**src/rtl/m_cpu_pkg.sv**
```systemverilog
// Shared constants and types for the CPU board top level: mode encoding,
// default timing parameters and the step counter width.
package m_cpu_pkg;

  localparam logic MODE_STEP = 1'b0;
  localparam logic MODE_RUN  = 1'b1;

  localparam int DB_CYCLES_DEFAULT = 500000;
  localparam int SLOW_DIV_DEFAULT  = 50000000;
  localparam int FAST_DIV_DEFAULT  = 5000000;

  localparam int STEP_CNT_W = 8;

  typedef enum logic {
    ST_STEP = MODE_STEP,
    ST_RUN  = MODE_RUN
  } state_t;

  function automatic int max_int(input int a, input int b);
    return (a > b) ? a : b;
  endfunction

endpackage

```
**src/rtl/m_step_ctrl_if.sv**
```systemverilog
// Button/switch inputs and CPU enable outputs of the step controller.
interface m_step_ctrl_if;
  import m_cpu_pkg::*;

  logic                  BTN_STEP;
  logic                  BTN_MODE;
  logic                  SPEED;
  logic                  CPU_EN;
  logic                  MODE;
  logic [STEP_CNT_W-1:0] STEP_CNT;

  modport master (
    output BTN_STEP, BTN_MODE, SPEED,
    input  CPU_EN, MODE, STEP_CNT
  );

  modport slave (
    input  BTN_STEP, BTN_MODE, SPEED,
    output CPU_EN, MODE, STEP_CNT
  );

endinterface

```
**src/rtl/m_debounce.sv**
```systemverilog
// Two-flop synchronizer, counting debouncer and press-edge detector for one
// active-low push-button; emits a one-cycle pulse on each debounced press.
module m_debounce #(
  parameter int DB_CYCLES = m_cpu_pkg::DB_CYCLES_DEFAULT
) (
  input  logic CLK1,
  input  logic RST,
  input  logic btn_raw,
  output logic press
);

  localparam int CW = (DB_CYCLES > 1) ? $clog2(DB_CYCLES) : 1;
  localparam logic [CW-1:0] CNT_LAST = CW'(DB_CYCLES - 1);

  logic          sync1_reg;
  logic          sync2_reg;
  logic          db_state_reg;
  logic          press_reg;
  logic [CW-1:0] cnt_reg;
  logic          differ;
  logic          expire;

  assign differ = (sync2_reg != db_state_reg);
  assign expire = differ && (cnt_reg == CNT_LAST);

  always_ff @(posedge CLK1 or posedge RST) begin
    if (RST) begin
      sync1_reg    <= 1'b1;
      sync2_reg    <= 1'b1;
      db_state_reg <= 1'b1;
      cnt_reg      <= '0;
      press_reg    <= 1'b0;
    end else begin
      sync1_reg <= btn_raw;
      sync2_reg <= sync1_reg;
      // Only the released-to-pressed flip is an event; release is silent.
      press_reg <= expire && db_state_reg;
      if (!differ) begin
        cnt_reg <= '0;
      end else if (expire) begin
        cnt_reg      <= '0;
        db_state_reg <= ~db_state_reg;
      end else begin
        cnt_reg <= cnt_reg + 1'b1;
      end
    end
  end

  assign press = press_reg;

endmodule

```
**src/rtl/m_step_ctrl.sv**
```systemverilog
// CPU clock-enable generator: manual single-step or free-run at one of two
// prescaled rates, driven by debounced push-buttons.
module m_step_ctrl
  import m_cpu_pkg::*;
#(
  parameter int DB_CYCLES = DB_CYCLES_DEFAULT,
  parameter int SLOW_DIV  = SLOW_DIV_DEFAULT,
  parameter int FAST_DIV  = FAST_DIV_DEFAULT
) (
  input logic         CLK1,
  input logic         RST,
  m_step_ctrl_if.slave bus
);

  localparam int PW = $clog2(max_int(SLOW_DIV, FAST_DIV));
  localparam logic [PW-1:0] SLOW_LAST = PW'(SLOW_DIV - 1);
  localparam logic [PW-1:0] FAST_LAST = PW'(FAST_DIV - 1);

  logic [1:0] btn_raw;
  logic [1:0] btn_press;
  logic       step_ev;
  logic       mode_ev;

  assign btn_raw = {bus.BTN_MODE, bus.BTN_STEP};

  genvar gi;
  generate
    for (gi = 0; gi < 2; gi++) begin : g_db
      m_debounce #(
        .DB_CYCLES(DB_CYCLES)
      ) u_db (
        .CLK1   (CLK1),
        .RST    (RST),
        .btn_raw(btn_raw[gi]),
        .press  (btn_press[gi])
      );
    end
  endgenerate

  assign step_ev = btn_press[0];
  assign mode_ev = btn_press[1];

  state_t                state_reg;
  state_t                state_next;
  logic [PW-1:0]         presc_reg;
  logic [PW-1:0]         presc_next;
  logic [PW-1:0]         div_last;
  logic                  cpu_en_reg;
  logic                  cpu_en_next;
  logic [STEP_CNT_W-1:0] step_cnt_reg;

  // SPEED is read live so a rate change applies on the very next compare.
  assign div_last = bus.SPEED ? FAST_LAST : SLOW_LAST;

  always_ff @(posedge CLK1 or posedge RST) begin
    if (RST) begin
      state_reg    <= ST_STEP;
      presc_reg    <= '0;
      cpu_en_reg   <= 1'b0;
      step_cnt_reg <= '0;
    end else begin
      state_reg    <= state_next;
      presc_reg    <= presc_next;
      cpu_en_reg   <= cpu_en_next;
      step_cnt_reg <= step_cnt_reg + STEP_CNT_W'(cpu_en_reg);
    end
  end

  always_comb begin
    state_next  = state_reg;
    presc_next  = presc_reg;
    cpu_en_next = 1'b0;
    case (state_reg)
      ST_STEP: begin
        // A mode press takes priority over a coincident step press.
        if (mode_ev) begin
          state_next = ST_RUN;
          presc_next = '0;
        end else if (step_ev) begin
          cpu_en_next = 1'b1;
        end
      end
      ST_RUN: begin
        if (mode_ev) begin
          state_next = ST_STEP;
          presc_next = '0;
        end else if (presc_reg >= div_last) begin
          cpu_en_next = 1'b1;
          presc_next  = '0;
        end else begin
          presc_next = presc_reg + 1'b1;
        end
      end
    endcase
  end

  assign bus.CPU_EN   = cpu_en_reg;
  assign bus.MODE     = state_reg;
  assign bus.STEP_CNT = step_cnt_reg;

endmodule

```
**src/flat_wrapper.sv**
```systemverilog
// flat-port wrapper written by rule: the top's interface ports become plain ports
module m_step_ctrl_flat import m_cpu_pkg::*;
#(
  parameter int DB_CYCLES = DB_CYCLES_DEFAULT,
  parameter int SLOW_DIV  = SLOW_DIV_DEFAULT,
  parameter int FAST_DIV  = FAST_DIV_DEFAULT
)
  (CLK1, RST, bus_BTN_STEP, bus_BTN_MODE, bus_SPEED, bus_CPU_EN, bus_MODE, bus_STEP_CNT);
  m_step_ctrl_if bus_i ();
  input logic CLK1;
  input logic RST;
  input wire logic [$bits(bus_i.BTN_STEP)-1:0] bus_BTN_STEP;
  input wire logic [$bits(bus_i.BTN_MODE)-1:0] bus_BTN_MODE;
  input wire logic [$bits(bus_i.SPEED)-1:0] bus_SPEED;
  output wire logic [$bits(bus_i.CPU_EN)-1:0] bus_CPU_EN;
  output wire logic [$bits(bus_i.MODE)-1:0] bus_MODE;
  output wire logic [$bits(bus_i.STEP_CNT)-1:0] bus_STEP_CNT;
  assign bus_i.BTN_STEP = bus_BTN_STEP;
  assign bus_i.BTN_MODE = bus_BTN_MODE;
  assign bus_i.SPEED = bus_SPEED;
  assign bus_CPU_EN = bus_i.CPU_EN;
  assign bus_MODE = bus_i.MODE;
  assign bus_STEP_CNT = bus_i.STEP_CNT;
  m_step_ctrl #(.DB_CYCLES(DB_CYCLES), .SLOW_DIV(SLOW_DIV), .FAST_DIV(FAST_DIV)) u_core (.CLK1(CLK1), .RST(RST), .bus(bus_i));
endmodule
```
**config.mk**
```make
export PLATFORM = sky130hd
export DESIGN_NAME = m_step_ctrl_flat
export DESIGN_NICKNAME = d
export VERILOG_FILES = /design/src/rtl/m_cpu_pkg.sv /design/src/rtl/m_step_ctrl_if.sv /design/src/rtl/m_debounce.sv /design/src/rtl/m_step_ctrl.sv /design/src/flat_wrapper.sv
export SDC_FILE = /design/constraint.sdc
export NUM_CORES = 1
export LEC_CHECK = 0
export BUFFER_PORTS_ARGS = -buffer_cell sky130_fd_sc_hd__buf_2
export CORE_AREA = 2 2 124 126
export DETAILED_ROUTE_END_ITERATION = 7
export DIE_AREA = 0 0 126 128
export HOLD_SLACK_MARGIN = 0.02
export PLACE_DENSITY = 0.53
export SLEW_MARGIN = 0
export SYNTH_ARGS = -nofsm -noshare
export SYNTH_HDL_FRONTEND = slang
export SYNTH_SLANG_ARGS = --single-unit
```
**constraint.sdc**
```tcl
create_clock -name CLK1 -period 4 [get_ports CLK1]
set_input_delay 0.8 -clock CLK1 [delete_from_list [all_inputs] [get_ports CLK1]]
set_output_delay 0.8 -clock CLK1 [all_outputs]
set_load 0.03 [all_outputs]
```
# Word level (Yosys, flattened, before mapping)

Cells that the tools add are included.

Register bits: 82
Input bits: 5
Output and inout bits: 10
Logic and storage cells: 50

$add $sub $neg: 4
Magnitude comparators: 1
Eq/ne operators: 5
Multiplexer cells: 17
Bitwise operators: 3
Reductions and logical operators: 6

Operators by type and width:

| cell                                          | count |
|---|---|
| 2-to-1 mux 26 bit                             | 4 |
| 2-to-1 mux 19 bit                             | 4 |
| one-hot mux 26 bit (2 select lines)           | 1 |
| adder 19 x 1 -> 19 bit, second input constant | 2 |
| == test 19 bit, second input constant         | 2 |
| adder 26 x 1 -> 26 bit, second input constant | 1 |
| greater-or-equal comparator 26 bit            | 1 |
| adder 8 x 1 -> 8 bit                          | 1 |
| 2-to-1 mux 1 bit                              | 6 |
| logical AND 1 bit                             | 4 |
| one-hot mux 1 bit (2 select lines)            | 2 |
| AND reduction 2 bit                           | 2 |
| inverter 1 bit                                | 3 |
| inequality test 1 bit                         | 2 |
| inequality test 2 bit, second input constant  | 1 |

# Logic depth before layout (Yosys ltp)

Depth in word-level cells: 5
Gate-level depth with buffers: 10
Mapped depth without buffers: 8

# Modules after synthesis

Synthesis repeated with hierarchy kept, for this count alone.

Cell total of the unflattened synthesis: 443
Area, all modules: 4662.0 sq um

By module, submodules not included:

| module      | instances | cells each | area each (sq um) |
|---|---|---|---|
| m_step_ctrl | 1         | 235        | 2364.8 |
| m_debounce  | 2         | 104        | 1148.6 |

# Worst setup path before layout

OpenSTA, ideal clock, no wires.

Path type: input port to flip-flop
Start point: input bus_SPEED
End point: register u_core.presc_reg[20]
Library setup time: 0.101 ns
Arrival time: 2.317 ns
Required time: 3.899 ns
Setup slack: 1.582 ns
Stages on the path: 8
Path buffers: 1
Cells stage by stage: ha_1 -> a211o_1 -> a31oi_1 -> o311ai_2 -> o211ai_4 -> nand2_4 -> buf_6 -> o311ai_2

Word-level cells in the longest chain between the ends: 5

Ends and longest elaborated chain:

| what                                | RTL line           | text |
|---|---|---|
| start: declaration                  | flat_wrapper.sv:14 | `input wire logic [$bits(bus_i.SPEED)-1:0] bus_SPEED;` |
| 2-to-1 mux 26 bit                   | m_step_ctrl.sv:53  | `assign div_last = bus.SPEED ? FAST_LAST : SLOW_LAST;` |
| greater-or-equal comparator 26 bit  | m_step_ctrl.sv:87  | `end else if (presc_reg >= div_last) begin` |
| 2-to-1 mux 26 bit                   | m_step_ctrl.sv:87  |  |
| 2-to-1 mux 26 bit                   | m_step_ctrl.sv:84  | `if (mode_ev) begin` |
| one-hot mux 26 bit (2 select lines) | m_step_ctrl.sv:73  | `case (state_reg)` |
| end signal: assignment              | m_step_ctrl.sv:63  | `presc_reg <= presc_next;` |
| end: declaration                    | m_step_ctrl.sv:45  | `logic [PW-1:0] presc_reg;` |

No other way between the ends.
A chain may end at the register's enable or synchronous reset.

# Final worst setup path

Start point: input bus_SPEED
End point: register u_core.presc_reg[15]

The elaborated chain is that of the path after synthesis.

==> key figures <==
Status
  – Status: complete, no violations

Global routing
  – Initial antenna violation count: 0
  – Largest net degree at the start of global routing: 33
  – First-pass GRT wire length: 16.0 mm
  – GRT Residual Overflow: 0
  – Overall Global Routing Usage: 12.0%
  – Number of global-route vias before repair: 3,314

Floorplan
  – Die X: 126 um
  – Core area: 14,900 um^2
  – Die area: 16,100 um^2
  – Top-level I/O count: 15
  – Initial Util: 29.4%
  – Rows: 45
  – Die Y: 128 um

Clock network
  – Cts hold-fix bufs: 0
  – CTS root buf: clkbuf_16
  – Post-CTS Setup Bufs: 0
  – TritonCTS clock tree: built
  – Worst-Skew Late Latency: 0.34 ns
  – Clk slew on worst S/H paths: 0.06 ns
  – Post-cts resize count: 0
  – H-tree levels: 3
  – Max Root-Sink Buffers: 2
  – # clock sinks: 82
  – TritonCTS Buffers: 9

Pwr
  – Seq pwr share: 44.1%
  – Total power density per cell area: 383 nW/um^2
  – Gate power share: 3.0%
  – Total power: 1.91 mW
  – Clock share of power: 52.9%
  – Leak Pwr: 2.11 nW
  – Internal power: 1.53 mW
  – Worst vdd ir: 172 uV
  – Net Switching: 382 uW
  – Sw Ratio: 20.0%

Critical path
  – Reg2reg start: u_core.presc_reg[11]$_DFFE_PP0P_
  – Crit. End Element: flop
  – Worst EP arrival: 3.19 ns
  – R2r worst-path depth: 6
  – Crit path max fanout: 28
  – Worst setup startpoint: bus_SPEED
  – Startpoint Class: input port
  – Required time worst endpoint: 4.23 ns
  – Kind of critical path: in -> reg

Routing
  – DRC Markers: 0
  – Avg WL per Cell: 14.2 um
  – Initial DRT Pass Iterations: 5
  – 1st-iter DRT viols: 205
  – Via/cell ratio: 5.04
  – Final WL: 9.07 mm
  – Total number of vias: 3,218
  – ANT nets after route: 0

STA
  – Clock skew after layout: 0.00707 ns
  – Final Cycle Share: 74.2%
  – # setup viols final: 0
  – Hold WS: 0.361 ns
  – Rel. slew slack: 43.1%
  – Worst Tran Pin Value: 0.850 ns
  – TNS Setup: 0 ns
  – Shortest period the worst path allows: 2.97 ns
  – Slew Viols, Final: 0
  – Final worst slack: 1.03 ns
  – RSZ-0062 raised after global routing: no
  – Achievable Freq: 0.337 GHz
  – Final Hold Viols: 0

Synth
  – Flops & latches, synth: 82
  – Avg Cell Area, Syn: 10.2 um^2
  – Synth cell types: 53
  – Synth Flop Type: dfrtp_1
  – Synth Net Count: 453
  – Synth area leader: dfrtp_1
  – Post-synth EDFFs: 0
  – Post-synthesis sequential area ratio: 47.1%
  – YS warnings: 0
  – Mapped cell area: 4380 um^2
  – Yosys top cell area share: 43.5%
  – Largest cells by area after synthesis: dfrtp_1 (43%), ha_1 (5.4%), nor2_1 (4.7%)
  – Syn Inst Count: 429
  – Asr flop ratio synth: 100%

Flow run
  – Max Cap Viol: 0

Layout
  – Share of layout cells above drive strength 1: 12.6%
  – Non-filler cells, final: 639
  – Max FFs per register: 38
  – Final net count: 470
  – Number of diodes: 0
  – Area Overhead vs Synth: 14.1%
  – Design area: 4990 um^2
  – Final core utilization: 33.6%

Place
  – RePlAce Congestion: 0.784
  – Placed cell areas: 4630 um^2
  – Pre-CTS setup slack: 0.686 ns
  – Placed cell count: 623
  – Detail Placement HPWL: 6.20 mm
  – # port buffers: 14

Hold path
  – Hold path cells: 0
  – Hold WC Path Type: reg -> reg
  – Hold_sp: u_core.g_db[0].u_db.sync1_reg$_DFF_PP1_
==> cell families (layout without fill, tap and decap cells) <==
logic type	after synthesis	count (layout)	share of synthesized area [%]
mux	3	3	0.686
buf+inv	25	47	3.09
fa+ha+maj	19	19	5.43
xor+xnor	46	46	9.21
compound gates	44	44	9.41
flops	82	82	47.1
simple gates	210	210	25.1
==> path summary, 6_finish.rpt <==
check                                                      endpoint  slack (ns)
max in group asynchronous           u_core.presc_reg[2]$_DFFE_PP0P_        2.79
min in group asynchronous  u_core.g_db[1].u_db.cnt_reg[6]$_DFF_PP0_        0.43
setup / recovery                   u_core.presc_reg[15]$_DFFE_PP0P_        1.03
setup reg to reg                   u_core.presc_reg[15]$_DFFE_PP0P_        1.35
hold / removal              u_core.g_db[0].u_db.sync2_reg$_DFF_PP1_        0.36
hold reg to reg             u_core.g_db[0].u_db.sync2_reg$_DFF_PP1_        0.36
==> area by class of cell <==
cell class,instances,area [um^2]
fill,1514,9870
inverter,13,50.0
clock inverter,6,136
tap,188,235
multi-input combinational,322,2180
clock buffer,10,229
sequential,82,2060
timing repair buffer,18,100
==> Yosys cell counts (3+ instances only) <==
| master | instances |
|---|---|
| clkbuf_1 | 3 |
| nand4b_1 | 3 |
| a22o_1 | 3 |
| xnor2_1 | 23 |
| mux2i_1 | 3 |
| dfrtp_1 | 76 |
| buf_2 | 3 |
| nor4_1 | 3 |
| nor3_1 | 6 |
| and4_1 | 5 |
| buf_6 | 4 |
| nor2_1 | 55 |
| nand4_1 | 26 |
| o21ai_0 | 5 |
| or3_1 | 3 |
| a31oi_1 | 5 |
| nand2_1 | 42 |
| xor2_1 | 23 |
| inv_1 | 13 |
| dfstp_2 | 6 |
| and2_1 | 10 |
| o21a_1 | 3 |
| and3_1 | 9 |
| o311ai_2 | 6 |
| ha_1 | 19 |
| nand3_1 | 30 |
| o311ai_1 | 8 |
==> placed cells by master (no fill, tap or decap), types with 3 or more instances in the layout <==
cell type  netlist  layout
and4_1           5       5
bufinv_16        0       4
o311ai_1         8       8
o21a_1           3       3
dfrtp_1         76      76
nor2_1          55      55
nand2_1         42      42
nor3_1           6       6
nand4b_1         3       3
o311ai_2         6       6
nand3_1         30      30
ha_1            19      19
nor4_1           3       3
buf_2            3      14
o21ai_0          5       5
and3_1           9       9
nand4_1         26      26
xnor2_1         23      23
a31oi_1          5       5
clkbuf_16        0       9
buf_4            2       4
xor2_1          23      23
inv_1           13      12
a22o_1           3       3
mux2i_1          3       3
or3_1            3       3
and2_1          10      10
dfstp_2          6       6
==> power by group through the flow <==
stage                     clock (mW)  sequential [mW]  combinational, mW
final                           1.01            0.844             0.0570
after CTS                       1.04            0.844             0.0597
after detailed placement           0            0.859             0.0593
after global routing            1.07            0.844             0.0683
after floorplan                    0            0.858             0.0436
after global placement             0            0.859             0.0566
==> routing by layer <==
metal	up-vias	global-route usage, %	wire length [um]
met5	-	0	0
met4	0	4.33	81
met3	8	2.92	253
met2	39	18.6	4270
met1	1588	16.3	4470
li1	1583	-	-
==> worst max-delay path: stages <==
cell      delay [ns]
buf_2           0.20
inv_1           0.13
ha_1            0.33
o21a_1          0.17
o21a_1          0.19
o211ai_4        0.68
nand2_4         0.30
o311ai_1        0.37
Note: power is estimated with default switching activity, not from simulation.
